`config.mk`:
```
export PLATFORM = sky130hd
export DESIGN_NAME = alsu_cmd_sequencer
export DESIGN_NICKNAME = d
export VERILOG_FILES = /design/src/rtl/alsu_cmd_sequencer.sv
export SDC_FILE = /design/constraint.sdc
export NUM_CORES = 1
export LEC_CHECK = 0
export ABC_AREA = 1
export CAP_MARGIN = 20
export CORE_ASPECT_RATIO = 0.8
export CORE_MARGIN = 5
export CORE_UTILIZATION = 60
export CTS_CLUSTER_DIAMETER = 100
export CTS_CLUSTER_SIZE = 25
export DETAILED_ROUTE_END_ITERATION = 8
export PLACE_DENSITY = 0.85
export SYNTH_ARGS = -nofsm -noshare
export SYNTH_HDL_FRONTEND = slang
export SYNTH_SLANG_ARGS = --single-unit
```
`constraint.sdc`:
```
create_clock -name clk -period 7.1 [get_ports clk]
set_input_delay 0.71 -clock clk [delete_from_list [all_inputs] [get_ports clk]]
set_output_delay 0.71 -clock clk [all_outputs]
set_load 0.02 [all_outputs]
```
`src/rtl/alsu_cmd_sequencer.sv`:
```
// Command FIFO and issue sequencer feeding the registered ALSU control pins.
// Each popped command holds its fields on the pins for rep+1 consecutive cycles.
module alsu_cmd_sequencer #(
    parameter int    DEPTH        = 4,
    parameter string DROP_INVALID = "OFF"
) (
    input  logic                       clk,
    input  logic                       rst,
    input  logic [18:0]                cmd_in,
    input  logic                       cmd_valid,
    output logic                       cmd_ready,
    input  logic                       hold,
    output logic [2:0]                 a,
    output logic [2:0]                 b,
    output logic [2:0]                 op,
    output logic                       cin,
    output logic                       serial_in,
    output logic                       dir,
    output logic                       red_op_a,
    output logic                       red_op_b,
    output logic                       bypass_a,
    output logic                       bypass_b,
    output logic                       issue_valid,
    output logic                       invalid_cmd,
    output logic [$clog2(DEPTH):0]     fifo_count,
    output logic [7:0]                 issued_count
);

    localparam int AW      = $clog2(DEPTH);
    localparam int CW      = AW + 1;
    localparam bit DROP_EN = (DROP_INVALID == "ON");

    localparam logic [0:0] IDLE  = 1'b0;
    localparam logic [0:0] ISSUE = 1'b1;

    logic [18:0]   mem_q [DEPTH];
    logic [AW-1:0] wr_ptr_q;
    logic [AW-1:0] rd_ptr_q;
    logic [CW-1:0] count_q;

    logic [0:0]  state_q, state_d;
    logic [2:0]  rep_cnt_q, rep_cnt_d;
    logic [15:0] pins_q, pins_d;
    logic        issue_valid_q, issue_valid_d;
    logic        invalid_q, invalid_d;
    logic [7:0]  issued_q, issued_d;

    logic        wr_en;
    logic        decide;
    logic        pop;
    logic [18:0] head;
    logic        head_invalid;

    assign cmd_ready = (count_q < CW'(DEPTH)) && !rst;
    assign wr_en     = cmd_valid && cmd_ready;
    assign head      = mem_q[rd_ptr_q];

    // Invalid unless a bypass is set: opcodes 110/111 always, reductions only with AND/XOR.
    assign head_invalid = !head[1] && !head[0] &&
                          ((head[9:8] == 2'b11) || ((head[3] | head[2]) && (head[9:8] != 2'b00)));

    assign decide = (state_q == IDLE) || (rep_cnt_q == '0);
    assign pop    = decide && (count_q != '0) && !hold;

    always_ff @(posedge clk) begin
        if (wr_en) begin
            mem_q[wr_ptr_q] <= cmd_in;
        end
    end

    always_ff @(posedge clk or posedge rst) begin
        if (rst) begin
            wr_ptr_q <= '0;
            rd_ptr_q <= '0;
            count_q  <= '0;
        end else begin
            if (wr_en) begin
                wr_ptr_q <= wr_ptr_q + AW'(1);
            end
            if (pop) begin
                rd_ptr_q <= rd_ptr_q + AW'(1);
            end
            case ({wr_en, pop})
                2'b10:   count_q <= count_q + CW'(1);
                2'b01:   count_q <= count_q - CW'(1);
                default: count_q <= count_q;
            endcase
        end
    end

    always_comb begin
        state_d       = state_q;
        rep_cnt_d     = rep_cnt_q;
        pins_d        = pins_q;
        issue_valid_d = issue_valid_q;
        invalid_d     = 1'b0;
        issued_d      = issued_q;
        if (decide) begin
            if (pop) begin
                invalid_d = head_invalid;
                // A dropped command occupies one idle-looking cycle; IDLE re-decides next edge.
                if (head_invalid && DROP_EN) begin
                    state_d       = IDLE;
                    rep_cnt_d     = '0;
                    pins_d        = '0;
                    issue_valid_d = 1'b0;
                end else begin
                    state_d       = ISSUE;
                    rep_cnt_d     = head[18:16];
                    pins_d        = head[15:0];
                    issue_valid_d = 1'b1;
                    issued_d      = issued_q + 8'd1;
                end
            end else begin
                state_d       = IDLE;
                rep_cnt_d     = '0;
                pins_d        = '0;
                issue_valid_d = 1'b0;
            end
        end else begin
            rep_cnt_d = rep_cnt_q - 3'd1;
        end
    end

    always_ff @(posedge clk or posedge rst) begin
        if (rst) begin
            state_q       <= IDLE;
            rep_cnt_q     <= '0;
            pins_q        <= '0;
            issue_valid_q <= 1'b0;
            invalid_q     <= 1'b0;
            issued_q      <= '0;
        end else begin
            state_q       <= state_d;
            rep_cnt_q     <= rep_cnt_d;
            pins_q        <= pins_d;
            issue_valid_q <= issue_valid_d;
            invalid_q     <= invalid_d;
            issued_q      <= issued_d;
        end
    end

    assign {a, b, op, cin, serial_in, dir, red_op_a, red_op_b, bypass_a, bypass_b} = pins_q;
    assign issue_valid  = issue_valid_q;
    assign invalid_cmd  = invalid_q;
    assign fifo_count   = count_q;
    assign issued_count = issued_q;

endmodule

```
==> impl_results.md <==
* Status: completed
* Req. time, crit path at 7350 ps
* Vias at 2,974
* Kind of critical path: reg2reg
* DRT iter0 DRCs at 269
* Drt drc at 0
* Seq/Total Area, Yosys at 69.87%
* Setup TNS at 0 ps
* Type of the worst min-delay path: reg2reg
* Via-to-Cell Ratio at 5.273
* CP max stage delay at 390 ps
* WL final at 8575 um
* Die ar. at 9446 um2
* Postcts setup bufs at 0
* Vias in the first global route at 2,831
* Mapped Nets at 433
* Die Span X at 107.4 um
* Syn. warnings at 0
* # setup viols final at 0
* H-tree depth at 3
* Min Tclk post-route at 2722 ps
* WL per Instance at 15.20 um
* CTS tree: yes
* Global-route wire length before repair at 14,140 um
* Nature of the critical path endpoint: register
* Filler Cells Inserted at 532
* Hold Path End: rep_cnt_q[0]$_DFF_PP0_
* Multi-input gate area at 1149 um2
* Fin. Hold Viols at 0
* Maximum VDD drop at 176.1 uV
* Top cell by count, worst path: ha_1
* Cell chain of the critical path: inv_1 > ha_1 > ha_1 > nor2_4 > nor2_2 > nand2_2 > inv_2 > ha_1 > inv_1 > fa_1 > a21oi_1 > o21ai_0 > xor2_1
* Post-detail-place hpwl at 5522 um
* Largest net degree at the start of global routing at 41
* Worst setup margin at 4378 ps
* Initial core utilization at 61.63%
* Max Fanout on Critical Path at 20
* Antenna violations before repair at 0
* Antenna cells at 0
* Final #Nets at 486
* Hold depth at 1
* TritonCTS Buffers at 9
* Placer congestion estimate at 0.8503
* Yosys cell types at 24
* Hold_sp: rep_cnt_q[0]$_DFF_PP0_
* Antenna Nets Post-Route at 0
* Clock Path Buffers at 2
* Tightest Pin Transition at 640.0 ps
* Clock root cell: clkbuf_8
* Dpl ws at 4148 ps
* Post-CTS resize count at 0
* Netlist Area Pre-Place at 4556 um2
* Slew Limit Fails at 0
* Worst-skew pair later-pin latency at 380 ps
* Cells after Synth at 401
* FMAX at 0.3673 GHz
* Syn_area_per_cell at 11.36 um2
* Max cap viols at 0
* Leakage at 2.144 nW
* Core footprint at 7392 um2
* IO Port Bufs at 52
* Worst setup startpoint: rep_cnt_q[0]$_DFF_PP0_
* Gr usage total at 19.89%
* Ports at 53
* Power Density at 381.0 nW/um2
* Layout cell share with drive strength beyond 1 at 5.882%
* Power Total at 0.002032 W
* Synthesis-to-finish area growth at 17.08%
* Launching point of the worst reg2reg path: rep_cnt_q[0]$_DFF_PP0_
* Worst Skew at 7.924 ps
* Pre-Repair DR Iteration Count at 5
* Die Height at 87.94 um
* Core Rows at 28
* Final period util at 38.34%
* CP Launch Type: register
* Worst reg2reg path depth at 13
* Cts hold-fix bufs at 0
* Clock sink total at 112
* Unrepaired setup endpoints after global routing: no
* GR Overflow Total at 0
* Worst reg2reg endpoint: fifo_count[2]$_DFFE_PP0P_
* Clock-pin slew on the worst setup and hold paths at 100 ps
* Register area at 3183 um2
* Synthesized flop and latch total at 112
* Slew margin rel. at 57.27%
* Critical path arrival at 2980 ps
* Slowest-stage cell, CP: dfrtp_1
* Reg2Reg Setup Slack at 4380 ps
==> worst max-delay path, delay by kind of cell, from the launching register on <==
| family | cells | cell delay [ps] |
|---|---|---|
| fa+ha+maj | 4 | 930 |
| buf+inv | 3 | 460 |
| simple gates | 3 | 410 |
| flops | 1 | 390 |
| compound gates | 2 | 250 |
| xor+xnor | 1 | 150 |
==> power breakdown <==
| part | internal [W] | leakage [nW] | switching, W |
|---|---|---|---|
| clock | 0.000163 | 0.0943 | 0.000205 |
| sequential | 0.000811 | 1.14 | 0.0000709 |
| combinational | 0.000285 | 0.907 | 0.000497 |
==> registers in the layout, indices dropped and copies added, names as in the netlist <==
signal and cells:
wr_ptr_q 2, rep_cnt_q 3, rd_ptr_q 2, mem_q 76
fifo_count 3, issue_valid 1, issued_count 8, pins_q 16
invalid_cmd 1
==> cell families after synthesis <==
| family | count (synthesis) | share of synthesized area, % |
|---|---|---|
| AND/OR/NAND/NOR | 175 | 15.52 |
| buffers and inverters | 46 | 4.916 |
| XOR/XNOR | 7 | 1.346 |
| adder cells (fa/ha/maj) | 9 | 2.637 |
| AO/OA/AOI/OAI | 52 | 5.713 |
| flip-flops | 112 | 69.87 |
==> Yosys cell counts, drive strengths merged <==
master	count	area share, %
clkbuf	2	0.16
nand3	17	1.9
nor3	1	0.11
inv	30	2.5
nand4	1	0.14
fa	1	0.44
edfxtp	76	50
xor2	5	0.96
dfrtp	36	20
ha	8	2.2
nand2	98	8.1
buf	14	2.3
nor2	56	4.9
nand3b	2	0.33
o21ai	50	5.5
xnor2	2	0.38
a21oi	2	0.22
==> per-layer routing <==
metal / global-route usage, % / vias to the layer above / part of all wire, %
li1: - / 1436 / -
met1: 27.02 / 1424 / 46
met4: 7.913 / 0 / 1.9
met5: 0 / - / 0
met2: 31.29 / 100 / 47
met3: 5.232 / 14 / 5.5
==> placed cells by master (no fill, tap or decap), types with 2 or more instances in the layout <==
cell and count:
o21ai_1 36, ha_1 8, nor2_2 3, inv_2 3
nand3_1 17, nor2_1 52, edfxtp_1 76, xnor2_1 2
clkbuf_8 9, inv_1 27, dfrtp_1 36, a21oi_1 2
nand3b_1 2, clkinv_1 3, o21ai_0 14, buf_4 6
clkdlybuf4s50_1 52, xor2_1 5, nand2_1 97
==> how the worst max path moves through the flow <==
| stage | to | slack [ps] | cells past startpoint |
|---|---|---|---|
| 6_report | fifo_count[2]$_DFFE_PP0P_ | 4380 | 13 |
| 5_1_grt | fifo_count[2]$_DFFE_PP0P_ | 4090 | 13 |
| 4_1_cts | fifo_count[2]$_DFFE_PP0P_ | 4360 | 13 |
| 3_5_place_dp | fifo_count[2]$_DFFE_PP0P_ | 4150 | 10 |
| 3_3_place_gp | fifo_count[2]$_DFFE_PP0P_ | 4200 | 10 |
| 2_1_floorplan | mem_q[0][0]$_DFFE_PP_ | 4550 | 3 |
==> cell type report <==
cell class                 instances  share of cell area, %
tap                              105                  2.463
timing repair buffer              58                  10.60
clock buffer                       9                  2.322
clock inverter                     7                  1.290
sequential                       112                  59.68
inverter                          30                  2.111
multi-input combinational        243                  21.53
==> per-stage QoR <==
stage / cell area, um2 / hold WS, ps / instances / utilization, %
after floorplan: 4556 / 425.2 / 401 / -
after global placement: 5141 / 442.0 / 548 / 69.55
after detailed placement: 5141 / 449.0 / 548 / 69.55
after CTS: 5334 / 465.5 / 564 / 72.16
after global routing: 5334 / 494.7 / 564 / 72.16
final: 5334 / 464.8 / 564 / 72.16
Note: power is estimated with default switching activity, not from simulation.
